### config.mk
export PLATFORM = sky130hd
export DESIGN_NAME = module_keypad_emulator
export DESIGN_NICKNAME = d
export VERILOG_FILES = /design/src/rtl/module_keypad_emulator.sv
export SDC_FILE = /design/constraint.sdc
export NUM_CORES = 1
export LEC_CHECK = 0
export ABC_AREA = 0
export CAP_MARGIN = 20
export CORE_MARGIN = 4
export CORE_UTILIZATION = 49
export CTS_CLUSTER_SIZE = 30
export DETAILED_ROUTE_END_ITERATION = 6
export PLACE_DENSITY = 0.72
export SETUP_SLACK_MARGIN = 0.4
export SYNTH_ARGS = -nofsm -noshare
export SYNTH_HDL_FRONTEND = slang
export SYNTH_SLANG_ARGS = --single-unit
### constraint.sdc
create_clock -name clk -period 5.4 [get_ports clk]
set_input_delay 0.54 -clock clk [delete_from_list [all_inputs] [get_ports clk]]
set_output_delay 0.54 -clock clk [all_outputs]
set_load 0.005 [all_outputs]
### src/rtl/module_keypad_emulator.sv
// rtl/module_keypad_emulator.sv - passive 4x4 membrane keypad answering the row scan with bouncing key presses
module module_keypad_emulator #(
    parameter int BOUNCE_CYCLES = 5,
    parameter int PRESS_CYCLES  = 200,
    parameter int GAP_CYCLES    = 200
) (
    input  logic       clk,
    input  logic       rst,
    input  logic       key_valid,
    input  logic [3:0] key_code,
    output logic       key_ready,
    input  logic       abort,
    input  logic [3:0] row,
    output logic [3:0] column,
    output logic       contact,
    output logic       busy,
    output logic       done
);

    localparam int MAX_BP = (BOUNCE_CYCLES > PRESS_CYCLES) ? BOUNCE_CYCLES : PRESS_CYCLES;
    localparam int MAX_N  = (MAX_BP > GAP_CYCLES) ? MAX_BP : GAP_CYCLES;
    localparam int CW     = (MAX_N > 1) ? $clog2(MAX_N) : 1;

    localparam logic [CW-1:0] BNC_LOAD   = CW'((BOUNCE_CYCLES > 0) ? BOUNCE_CYCLES - 1 : 0);
    localparam logic [CW-1:0] PRESS_LOAD = CW'(PRESS_CYCLES - 1);
    localparam logic [CW-1:0] GAP_LOAD   = CW'(GAP_CYCLES - 1);

    typedef enum logic [2:0] {IDLE, BNC_DN, HOLD, BNC_UP, GAP} state_t;

    state_t          state_q, state_d;
    logic [CW-1:0]   cnt_q, cnt_d;
    logic [7:0]      lfsr_q, lfsr_d;
    logic [3:0]      code_q, code_d;
    logic            done_q, done_d;
    logic            cnt_last;
    logic [1:0]      key_row, key_col;

    always_comb begin
        state_d  = state_q;
        cnt_d    = cnt_q;
        code_d   = code_q;
        done_d   = 1'b0;
        lfsr_d   = {lfsr_q[6:0], lfsr_q[7] ^ lfsr_q[5] ^ lfsr_q[4] ^ lfsr_q[3]};
        cnt_last = (cnt_q == '0);
        case (state_q)
            IDLE: begin
                if (key_valid) begin
                    code_d = key_code;
                    if (BOUNCE_CYCLES > 0) begin
                        state_d = BNC_DN;
                        cnt_d   = BNC_LOAD;
                    end else begin
                        state_d = HOLD;
                        cnt_d   = PRESS_LOAD;
                    end
                end
            end
            BNC_DN: begin
                if (cnt_last) begin
                    state_d = HOLD;
                    cnt_d   = PRESS_LOAD;
                end else begin
                    cnt_d = cnt_q - CW'(1);
                end
            end
            HOLD: begin
                if (cnt_last) begin
                    if (BOUNCE_CYCLES > 0) begin
                        state_d = BNC_UP;
                        cnt_d   = BNC_LOAD;
                    end else begin
                        state_d = GAP;
                        cnt_d   = GAP_LOAD;
                    end
                end else begin
                    cnt_d = cnt_q - CW'(1);
                end
            end
            BNC_UP: begin
                if (cnt_last) begin
                    state_d = GAP;
                    cnt_d   = GAP_LOAD;
                end else begin
                    cnt_d = cnt_q - CW'(1);
                end
            end
            GAP: begin
                if (cnt_last) begin
                    state_d = IDLE;
                    cnt_d   = '0;
                    done_d  = 1'b1;
                end else begin
                    cnt_d = cnt_q - CW'(1);
                end
            end
            default: begin
                state_d = IDLE;
                cnt_d   = '0;
            end
        endcase
        // abort overrides the natural exit of any phase with the contact possibly closed
        if (abort && (state_q == BNC_DN || state_q == HOLD || state_q == BNC_UP)) begin
            state_d = GAP;
            cnt_d   = GAP_LOAD;
        end
    end

    always_ff @(posedge clk) begin
        if (rst) begin
            state_q <= IDLE;
            cnt_q   <= '0;
            lfsr_q  <= 8'hA5;
            code_q  <= 4'd0;
            done_q  <= 1'b0;
        end else begin
            state_q <= state_d;
            cnt_q   <= cnt_d;
            lfsr_q  <= lfsr_d;
            code_q  <= code_d;
            done_q  <= done_d;
        end
    end

    always_comb begin
        key_row = 2'd0;
        key_col = 2'd0;
        case (code_q)
            4'd1:  begin key_row = 2'd0; key_col = 2'd0; end
            4'd2:  begin key_row = 2'd0; key_col = 2'd1; end
            4'd3:  begin key_row = 2'd0; key_col = 2'd2; end
            4'd10: begin key_row = 2'd0; key_col = 2'd3; end
            4'd4:  begin key_row = 2'd1; key_col = 2'd0; end
            4'd5:  begin key_row = 2'd1; key_col = 2'd1; end
            4'd6:  begin key_row = 2'd1; key_col = 2'd2; end
            4'd11: begin key_row = 2'd1; key_col = 2'd3; end
            4'd7:  begin key_row = 2'd2; key_col = 2'd0; end
            4'd8:  begin key_row = 2'd2; key_col = 2'd1; end
            4'd9:  begin key_row = 2'd2; key_col = 2'd2; end
            4'd12: begin key_row = 2'd2; key_col = 2'd3; end
            4'd14: begin key_row = 2'd3; key_col = 2'd0; end
            4'd0:  begin key_row = 2'd3; key_col = 2'd1; end
            4'd15: begin key_row = 2'd3; key_col = 2'd2; end
            default: begin key_row = 2'd3; key_col = 2'd3; end
        endcase
    end

    assign contact   = (state_q == HOLD) |
                       (((state_q == BNC_DN) | (state_q == BNC_UP)) & lfsr_q[0]);
    assign key_ready = (state_q == IDLE);
    assign busy      = (state_q != IDLE);
    assign done      = done_q;

    // row feeds column without a register, like the real passive switch matrix
    always_comb begin
        column = 4'b1111;
        if (contact && !row[key_row]) begin
            column[key_col] = 1'b0;
        end
    end

endmodule

* After elaboration in Yosys (flattened, before gate mapping)
Memories as Yosys holds them, arrays and structs flattened. A register that Yosys moved wholly into a read port is not among the register bits. Cells that the tools add are included.
Word-level totals: input port bits 12, output and inout bits 8, bits in read-only memories 64, register bits 24, memories 1, logic and storage cells 70
Memories:
- (no name shown) | words 16, bits a word 4, read ports 1, clocked after Yosys merged registers in 1, write ports 0, RTL line 127 | case (code_q)
Cells by class: add/sub/neg operators 1, multiplexer cells 21, reduce and logical (&&, ||, !) cells 15, bitwise gates (word level) 8, order comparisons 3, eq/ne operators 14
Operators by type and width (number):
- 8-bit two-way mux | 5
- 8-bit case mux with 4 select lines | 1
- 3-bit two-way mux | 6
- 3-bit case mux with 5 select lines | 1
- 4-bit two-way mux | 3
- 3-bit by 2-bit != test with 1-bit output (second input constant) | 4
- 2-bit != test (second input constant) | 5
- 5-bit AND reduction | 2
- 8-bit logical NOT | 1
- 8-bit by 1-bit subtractor with 8-bit output (second input constant) | 1
- 3-bit by 2-bit equality test with 1-bit output (second input constant) | 2
- 2-bit by 3-bit less-than comparator with 1-bit output (second input constant) | 2
- 2-bit OR reduction | 3
- 4-bit NOT | 1
- 3-bit by 1-bit equality test with 1-bit output (second input constant) | 1
- 3-bit equality test (second input constant) | 1
- 1-bit logical AND | 3
- 3-bit logical NOT | 1
- 1-bit two-way mux | 3
- 3-bit != test (second input constant) | 1
- 3-bit nonzero test | 1
- 1-bit XOR | 3
- 1-bit binary-select mux with 2-bit select | 1
- 1-bit demux with 2-bit select | 1
- 7 further kinds | 9

* Longest topological paths before layout
depth in word-level cells 6, mapped depth 8

* Least setup slack after synthesis
No wires, ideal clock.
kind input -> output, start point in row[3], end point out column[0], arrival 1336 ps, slack 3524 ps, data required time 4860 ps, cell stages on the path 3, buffers on the path 0, cells stage by stage mux4_2 > nor4_1 > nand2b_1
Between the ends: cells in the longest elaborated chain, start to end 5
RTL lines:
- from (decl) | RTL line 13 | input logic [3:0] row,
- 1-bit binary-select mux with 2-bit select | RTL line 156 | if (contact && !row[key_row]) begin
- 1-bit two-way mux (not written as such) | RTL line 156
- 1-bit logical NOT | RTL line 156
- 1-bit logical AND | RTL line 156
- 4-bit two-way mux | RTL line 156
- to (decl) | RTL line 14 | output logic [3:0] column,
No other way between the ends. The select of a mux whose other input is x is not followed.

* Worst setup path in the final report
start point in row[3], end point out column[1]
Same word-level chain as after synthesis.

==> metrics.txt <==
# TYPE chip_impl_metric gauge
chip_impl_metric{name="antenna_found_initial",unit=""} 0
chip_impl_metric{name="io_buffer_count",unit=""} 19
chip_impl_metric{name="detailroute.via_count",unit=""} 1338
chip_impl_info{name="post_synth_main_area_contributors",value="sky130_fd_sc_hd__dfxtp_1 (36%), sky130_fd_sc_hd__nor2_1 (6.0%), sky130_fd_sc_hd__clkbuf_8 (4.4%)"} 1
chip_impl_metric{name="finalCritPeriodShare",unit="%"} 51.5
chip_impl_metric{name="avgViaCountPerCell",unit=""} 5.51
chip_impl_metric{name="timing.clock.skew",unit="ps"} 1.32
chip_impl_info{name="clk_root_buffer_cell",value="sky130_fd_sc_hd__clkbuf_4"} 1
chip_impl_metric{name="final_antenna_diode_count",unit=""} 0
chip_impl_metric{name="hold-worst-slack",unit="ps"} 436
chip_impl_metric{name="post_drt_wl_per_cell",unit="µm"} 13.3
chip_impl_metric{name="netSwitchingPower",unit="mW"} 0.295
chip_impl_metric{name="cellLeakagePower",unit="nW"} 0.645
chip_impl_metric{name="final_std_cells_w_o_fill",unit=""} 243
chip_impl_metric{name="worstPathMaxFanout",unit=""} 2
chip_impl_metric{name="cts_hold_buffers_added",unit=""} 0
chip_impl_info{name="dominantRegCellSynth",value="sky130_fd_sc_hd__dfxtp_1"} 1
chip_impl_info{name="grt_setup_unrepaired",value="no"} 1
chip_impl_metric{name="synth-edff-count",unit=""} 0
chip_impl_metric{name="pwr_density",unit="nW/µm²"} 447
chip_impl_metric{name="synthDistinctLibCells",unit=""} 48
chip_impl_metric{name="die_width",unit="µm"} 64.5
chip_impl_metric{name="grt_util_all_layers",unit="%"} 17.5
chip_impl_info{name="critical-path-top-cell-by-count",value="sky130_fd_sc_hd__clkdlybuf4s50_1"} 1
chip_impl_metric{name="layout.core_utilization",unit="%"} 57.3
chip_impl_metric{name="worst-path-buf-inv",unit=""} 2
chip_impl_metric{name="via_count_of_the_first_global_routing_pass",unit=""} 1371
chip_impl_metric{name="ys_seq_area_share",unit="%"} 35.8
chip_impl_info{name="timing.critical_path.cells",value="clkdlybuf4s50_1 > mux4_2 > nor4_1 > nand2_1 > clkdlybuf4s50_1"} 1
chip_impl_metric{name="post_cts_resize_count",unit=""} 0
chip_impl_metric{name="effective_utilization_at_floorplan",unit="%"} 51.3
chip_impl_metric{name="io_pins",unit=""} 20
chip_impl_metric{name="wire_length_of_the_first_global_routing_pass",unit="mm"} 5.95
chip_impl_metric{name="dpl-instance-area",unit="µm²"} 1700
chip_impl_metric{name="post_route_cells_drive_above_1_share",unit="%"} 7.04
chip_impl_metric{name="clk_latency",unit="ps"} 320
chip_impl_metric{name="p_int",unit="mW"} 0.486
chip_impl_metric{name="worst_setup_hold_path_clk_slew",unit="ps"} 150
chip_impl_metric{name="power_frac_seq",unit="%"} 38.5
chip_impl_info{name="critical-path-top-delay-family",value="buffers and inverters"} 1
chip_impl_metric{name="setup_viol_count_final",unit=""} 0
chip_impl_metric{name="cts-buffers-inserted",unit=""} 3
chip_impl_metric{name="post_synth.cell_area_avg",unit="µm²"} 8.16
chip_impl_metric{name="maximum_resistive_drop_on_vdd",unit="V"} 0.000142
chip_impl_metric{name="power.total",unit="mW"} 0.782
chip_impl_metric{name="yosys.area.top_type_share",unit="%"} 35.8
chip_impl_metric{name="synthesis.yosys.warnings",unit=""} 0
chip_impl_info{name="synthDominantAreaCellType",value="sky130_fd_sc_hd__dfxtp_1"} 1
chip_impl_metric{name="syn-cell-area",unit="µm²"} 1570
chip_impl_metric{name="grt_max_degree",unit=""} 27
chip_impl_metric{name="part_of_the_power_in_the_clock_network",unit="%"} 17.3
chip_impl_metric{name="timing.critical_path.required",unit="ps"} 4860
chip_impl_metric{name="detail_route.iter0.violations",unit=""} 111
chip_impl_metric{name="dpl_worst_slack",unit="ps"} 2620
chip_impl_info{name="slowest_stage",value="sky130_fd_sc_hd__mux4_2"} 1
chip_impl_metric{name="power.share.switching",unit="%"} 37.8
chip_impl_metric{name="worst_path_largest_cell_delay",unit="ps"} 480
chip_impl_info{name="critical_path.reg2reg.endpoint",value="key_col[0]"} 1
chip_impl_info{name="cp-end-kind",value="output pin"} 1
chip_impl_info{name="critical_path_class",value="in -> out"} 1
chip_impl_metric{name="cts_max_path_buffers",unit=""} 2
chip_impl_metric{name="fin_area",unit="µm²"} 1750
chip_impl_metric{name="globalRoute.totalOverflow",unit=""} 0
chip_impl_info{name="critical_path.endpoint",value="column[1]"} 1
chip_impl_metric{name="max_cap_viol_count",unit=""} 0
chip_impl_info{name="worst_hold_path_type",value="reg -> reg"} 1
chip_impl_metric{name="layout_min_cycle_time",unit="ps"} 2780
chip_impl_metric{name="dp_hpwl",unit="mm"} 2.39
chip_impl_metric{name="hold_viol_final",unit=""} 0
chip_impl_metric{name="floorplan.core_area",unit="µm²"} 3050
chip_impl_metric{name="globalplace.congestion",unit=""} 0.931
chip_impl_metric{name="slew_violations",unit=""} 0
chip_impl_metric{name="synth-seq-cells",unit=""} 28
chip_impl_metric{name="postSynth.asyncResetShare",unit="%"} 0
chip_impl_metric{name="finish.net_count",unit=""} 214
chip_impl_info{name="outcome",value="finished, final reports clean"} 1
chip_impl_metric{name="flow.area_growth_from_synthesis",unit="%"} 11.6
chip_impl_metric{name="post_cts.repair.setup_buffers",unit=""} 0
chip_impl_metric{name="netlist_instances",unit=""} 192
chip_impl_metric{name="rows",unit=""} 20
chip_impl_info{name="commonest_non_fill_non_tap_cells_in_the_layout",value="sky130_fd_sc_hd__dfxtp_1 (28), sky130_fd_sc_hd__nor2_1 (25), sky130_fd_sc_hd__clkdlybuf4s50_1 (19)"} 1
chip_impl_metric{name="design.die.area",unit="µm²"} 4170
chip_impl_info{name="setup.worst_path.start_class",value="primary input"} 1
chip_impl_metric{name="slew_headroom",unit="%"} 40.1
chip_impl_metric{name="actual_transition_at_the_worst_max_transition_pin",unit="ps"} 896
chip_impl_metric{name="cts_sinks",unit=""} 28
chip_impl_metric{name="timing.hold.worst_path_depth",unit=""} 1
chip_impl_info{name="most_common_cell_after_layout_fill_and_taps_aside",value="sky130_fd_sc_hd__dfxtp_1"} 1
chip_impl_info{name="cts_tree",value="done"} 1
chip_impl_metric{name="drt_wl_total",unit="mm"} 3.24
chip_impl_metric{name="htree_num_levels",unit=""} 1
chip_impl_metric{name="synth_fp_nets",unit=""} 206
chip_impl_metric{name="fin_setup_tns",unit="ps"} 0
chip_impl_info{name="worst_setup_path_startpoint",value="row[3]"} 1
chip_impl_info{name="crit-reg2reg-launch",value="state_q[2]"} 1
chip_impl_metric{name="die_height",unit="µm"} 64.5
chip_impl_metric{name="dpl.cell_count",unit=""} 239
chip_impl_metric{name="reg2regPathDepth",unit=""} 5
chip_impl_metric{name="detail_route.first_pass.iterations",unit=""} 4
chip_impl_metric{name="max_freq",unit="MHz"} 359
chip_impl_metric{name="worst_ep_arrival_time",unit="ps"} 2240
chip_impl_metric{name="setup_slack",unit="ps"} 2620
chip_impl_metric{name="combinationalPowerShare",unit="%"} 44.1
chip_impl_metric{name="ant_nets",unit=""} 0
chip_impl_metric{name="worst-r2r-setup-slack",unit="ps"} 3180
chip_impl_metric{name="worstSetupPathDepth",unit=""} 5
chip_impl_metric{name="drc",unit=""} 0
sequential cells by signal, indices dropped and copies added (netlist names):
name / count
lfsr_q: 8
code_q: 4
key_row: 2
state_q: 3
done: 1
cnt_q: 8
key_col: 2
worst reg2reg max path: cells and delay by family (launching register included):
kind | cells | cell delay [ps]
compound gates | 2 | 350
flops | 1 | 500
simple gates | 2 | 1090
mux | 1 | 190
how the worst min path moves through the flow:
stage / from / endpoint / slack, ps
floorplan: lfsr_q[1] / lfsr_q[2] / 390
global placement: lfsr_q[6] / lfsr_q[7] / 390
detailed placement: lfsr_q[1] / lfsr_q[2] / 410
CTS: lfsr_q[6] / lfsr_q[7] / 450
global route: lfsr_q[6] / lfsr_q[7] / 450
finish: lfsr_q[6] / lfsr_q[7] / 440
power groups by stage:
stage / Combinational [mW] / Clock (mW) / Sequential, mW
2_1_floorplan: 0.294 / 0 / 0.281
3_3_place_gp: 0.334 / 0 / 0.303
3_5_place_dp: 0.344 / 0 / 0.305
4_1_cts: 0.347 / 0.140 / 0.300
5_1_grt: 0.392 / 0.147 / 0.311
6_report: 0.345 / 0.135 / 0.301
Yosys cell counts, types with 4 or more instances:
library cell	count
sky130_fd_sc_hd__a21oi_1	11
sky130_fd_sc_hd__a31oi_1	6
sky130_fd_sc_hd__clkbuf_1	8
sky130_fd_sc_hd__clkbuf_8	5
sky130_fd_sc_hd__dfxtp_1	28
sky130_fd_sc_hd__inv_1	7
sky130_fd_sc_hd__nand2_1	18
sky130_fd_sc_hd__nand3_1	4
sky130_fd_sc_hd__nand3b_1	4
sky130_fd_sc_hd__nor2_1	25
sky130_fd_sc_hd__nor2b_1	4
sky130_fd_sc_hd__nor3_1	5
sky130_fd_sc_hd__nor4_1	7
sky130_fd_sc_hd__o21ai_0	8
sky130_fd_sc_hd__or2_2	4
sky130_fd_sc_hd__xnor2_1	6
sky130_fd_sc_hd__xor2_1	4
layout make-up:
| cell class | count | area (µm²) |
|---|---|---|
| clock buffer | 3 | 22.5 |
| clock inverter | 1 | 30.0 |
| fill | 300 | 1310 |
| inverter | 7 | 26.3 |
| multi-input combinational | 141 | 863 |
| sequential | 28 | 561 |
| tap | 44 | 55.1 |
| timing repair buffer | 19 | 190 |
cell families after synthesis:
| kind of cell | Yosys count | synth area share, % |
|---|---|---|
| fa+ha+maj | 2 | 1.60 |
| simple gates | 83 | 27.6 |
| buf+inv | 23 | 9.11 |
| compound gates | 43 | 17.6 |
| flops | 28 | 35.8 |
| xor+xnor | 10 | 5.59 |
| mux | 3 | 2.72 |
layer usage:
layer / up-vias / track usage, % / share of wire (%)
met5: - / 0 / 0
met2: 24 / 31.7 / 51
met1: 621 / 20.9 / 45
met3: 4 / 2.25 / 3.1
li1: 689 / - / -
met4: 0 / 6.86 / 1.4
No activity file was read; power rests on OpenSTA's default activity.
==> RTL edit 1: new RTL, same flow settings <==
Change the parameter `PRESS_CYCLES` from 200 to 400.
--- a/src/rtl/module_keypad_emulator.sv
+++ b/src/rtl/module_keypad_emulator.sv
@@ -2,5 +2,5 @@
 module module_keypad_emulator #(
     parameter int BOUNCE_CYCLES = 5,
-    parameter int PRESS_CYCLES  = 200,
+    parameter int PRESS_CYCLES  = 400,
     parameter int GAP_CYCLES    = 200
 ) (
Behaviour: no difference found for any inputs over 10 cycles, from zero or initial values and one cycle with rst high; that may be too few to reach the edited logic, so the function may still have changed.
==> RTL edit 1 against the original RTL <==
Setup slack gained 0.019 ns. Area after synthesis increased by 7.7%. Sequential cell count is 1 higher. Total power is 36% higher. Design area up 12%. Wire length grew 12%. Via count grew 12%. Maximum frequency increased by 0.70%.
==> RTL edit 1: results <==
export IMPL_layout_nets=226
export IMPL_use_met1_pct=23.24
export IMPL_use_met2_pct=30.82
export IMPL_status="finished, final reports clean"
export IMPL_dr_first_iter_drc_count=110
export IMPL_cp_arrival_ns=2.22
export IMPL_grt_pass1_vias=1444
export IMPL_irDropWorstVdd_mv=0.2076
export IMPL_instances_no_fill=260
export IMPL_grt_max_degree=30
export IMPL_syn_nets=210
export IMPL_met3_usage_pct=5.228
export IMPL_grt_pass1_wl_mm=6.513
export IMPL_top_regs="cnt_q x9, lfsr_q x8, code_q x4"
export IMPL_r2r_slack_ns=3.43
export IMPL_syn_inst=197
export IMPL_dp_hpwl_mm=2.674
export IMPL_diodes=0
export IMPL_gp_congestion=0.8923
export IMPL_placed_cell_area_um2=1878
export IMPL_fillers=306
export IMPL_seq_area_frac_synth_pct=34.40
export IMPL_synthAdderAreaFrac_pct=0.7413
export IMPL_htree_levels=2
export IMPL_track_usage_pct=19.05
export IMPL_fin_worst_skew_ns=0.008414
export IMPL_drive_gt1_share_pct=11.21
export IMPL_fmax_ghz=0.3619
export IMPL_synthMuxAreaShare_pct=5.041
export IMPL_timing_hold_ws_ns=0.4216
export IMPL_vias_per_cell=5.769
export IMPL_clock_latency_ns=0.34
export IMPL_async_reset_ff_share_pct=0
export IMPL_pre_cts_slack_ns=2.621
export IMPL_synth_distinct_cells=53
export IMPL_synth_compound_area_share_pct=21.35
export IMPL_synthTopCellsByArea="dfxtp_1 34%, nand2_1 4.2%, a21oi_1 3.9%"
export IMPL_leakage_nw=0.6977
export IMPL_placed_cells=252
RTL edit 1: changes by cell type in the layout (fill, tap and decap cells not counted), sizes merged, moves of 4 or more:
cell	delta
o2bb2ai	+4
xnor2	-4
nor3	+8
nor2	-11
nand2b	+4
nand3	+5
RTL edit 1: final timing paths:
| path | to | startpoint | cells after the start |
|---|---|---|---|
| worst max-delay path | column[1] | row[0] | 5 |
| worst min-delay path | lfsr_q[2] | lfsr_q[1] | 1 |
| worst max register to register | state_q[0] | cnt_q[0] | 6 |
| worst min register to register | lfsr_q[2] | lfsr_q[1] | 1 |
RTL edit 1: report_power, final:
| part | internal, mW | switching [mW] | leakage, nW |
|---|---|---|---|
| Combinational | 0.250 | 0.274 | 0.417 |
| Sequential | 0.268 | 0.0915 | 0.239 |
| Clock | 0.0979 | 0.0854 | 0.0414 |
RTL edit 1: final cells by class:
class                           count  area, um^2  area share, %
Clock buffer                        5       37.54          1.913
Clock inverter                      3       46.29          2.360
Inverter                            5       18.77         0.9566
Multi-Input combinational cell    151        1016          51.79
Sequential cell                    29       580.6          29.59
Tap cell                           46       57.56          2.934
Timing Repair Buffer               21       205.2          10.46
RTL edit 1: logic make-up (layout without fill, tap and decap cells):
logic type / after synthesis / after routing
and+or+nand+nor: 89 / 89
AOI/OAI and AO/OA: 49 / 49
DFF: 29 / 29
buffers and inverters: 17 / 34
muxes: 7 / 7
xor gates and xnor gates: 5 / 5
adders and majority gates: 1 / 1
RTL edit 1: critical path: stages:
cell and delay, ns:
clkdlybuf4s50_1 0.41, mux4_2 0.48, nor4_1 0.26, nand2_1 0.09, clkdlybuf4s50_1 0.45
RTL edit 1: routing by layer:
metal | up-vias | share of wire (%)
li1 | 760 | -
met1 | 688 | 44
met2 | 44 | 50
met3 | 8 | 4.0
met4 | 0 | 1.9
met5 | - | 0
==> RTL edit 2: new RTL, same flow settings <==
Without the edit above. Encoding of `state_t`: now one-hot (5 bits for 5 states).
--- a/src/rtl/module_keypad_emulator.sv
+++ b/src/rtl/module_keypad_emulator.sv
@@ -26,5 +26,5 @@
     localparam logic [CW-1:0] GAP_LOAD   = CW'(GAP_CYCLES - 1);
 
-    typedef enum logic [2:0] {IDLE, BNC_DN, HOLD, BNC_UP, GAP} state_t;
+    typedef enum logic [4:0] {IDLE = 5'b00001, BNC_DN = 5'b00010, HOLD = 5'b00100, BNC_UP = 5'b01000, GAP = 5'b10000} state_t;
 
     state_t          state_q, state_d;
Formal check against the unedited RTL: no difference found for any inputs over 10 cycles, from zero or initial values and one cycle with rst high; not proved beyond that.
==> RTL edit 2 against the original RTL <==
Die area is 19% higher. Wire length rose by 21%. Synthesized cell count grew 15%. Setup slack got worse by 0.14 ns. Sequential cell count increased by 2. Design area grew 22%. Area after synthesis grew 22%. Critical endpoint is now column[2].
Power is not compared: it rests on default switching activity, and its combinational part moved more than twofold at a synthesized area within 25%.
==> RTL edit 2: results <==
export IMPL_status="finished, final reports clean"
export IMPL_top_regs="cnt_q x8, lfsr_q x8, state_q x5"
export IMPL_synthTopCellsByArea="dfxtp_1 31%, a21oi_1 4.7%, xor2_1 3.7%"
export IMPL_grt_max_degree=30
export IMPL_r2r_end="key_row[1]"
export IMPL_use_met2_pct=24.74
export IMPL_max_slew_margin_pct=35.98
export IMPL_clock_latency_ns=0.28
export IMPL_min_from="lfsr_q[1]"
export IMPL_synth_compound_area_share_pct=23.74
export IMPL_synthAdderAreaFrac_pct=1.311
export IMPL_seq_area_frac_synth_pct=31.48
export IMPL_cts_made_buffers=5
export IMPL_synthMuxAreaShare_pct=4.525
export IMPL_synth_xor_area_share_pct=4.590
export IMPL_dr_first_iter_drc_count=132
export IMPL_htree_levels=2
export IMPL_track_usage_pct=15.90
export IMPL_clk_pin_slew_worst_paths_ns=0.06
export IMPL_fin_worst_skew_ns=0.006170
export IMPL_met3_usage_pct=3.885
export IMPL_grt_pass1_wl_mm=6.430
export IMPL_drive_gt1_share_pct=10.96
export IMPL_min_to="lfsr_q[2]"
export IMPL_gp_congestion=0.8207
export IMPL_timing_hold_ws_ns=0.4218
export IMPL_cp_arrival_ns=2.38
export IMPL_fillers=344
-- RTL edit 2: cell count changes after synthesis, moves of 4 or more --
cell      delta
o21ai_0      -5
nor3b_1      +5
clkbuf_8     -5
nor2_1      -16
o21bai_1     +4
xnor2_1      -4
nand2_1      -5
xor2_1       +4
nor4_1       -7
a21oi_1      +7
-- RTL edit 2: layer usage --
metal | up-vias | share of wire [%] | wire length, um
li1 | 829 | - | -
met1 | 752 | 47 | 1835
met2 | 45 | 46 | 1796
met3 | 8 | 5.4 | 210
met4 | 0 | 2.0 | 79
met5 | - | 0 | 0
-- RTL edit 2: report_power, final --
| group | switching [mW] | internal [mW] |
|---|---|---|
| Clock | 0.0788 | 0.0862 |
| Combinational | 0.0753 | 0.0737 |
| Sequential | 0.0237 | 0.240 |
-- RTL edit 2: worst max path at each step --
stage               start   endpoint  slack, ns  cells after the start
4_1_cts            row[3]  column[2]       2.46                      4
6_report           row[3]  column[2]       2.48                      4
2_1_floorplan      row[3]  column[2]       3.33                      2
3_5_place_dp       row[3]  column[2]       2.47                      4
5_1_grt        state_q[3]  column[1]       2.38                      5
3_3_place_gp       row[3]  column[2]       2.49                      4
-- RTL edit 2: final cells by class --
cell class | instances | area share [%]
inverters | 8 | 1.405
flip-flops and latches | 30 | 28.10
clock inverters | 2 | 0.4684
well taps | 48 | 2.810
repair buffers | 19 | 8.899
multi-input cells | 164 | 55.09
clock buffers | 5 | 3.220
-- RTL edit 2: worst max-delay path, cell delays in order --
cell and delay, ns:
clkdlybuf4s50_1 0.39, mux4_2 0.49, or4b_1 0.50, clkdlybuf4s50_1 0.45
-- RTL edit 2: per-stage QoR --
step | std cells | instance area, um^2
floorplan | 221 | 1908
global placement | 269 | 2058
detailed placement | 269 | 2058
CTS | 276 | 2137
global route | 276 | 2137
finish | 276 | 2137
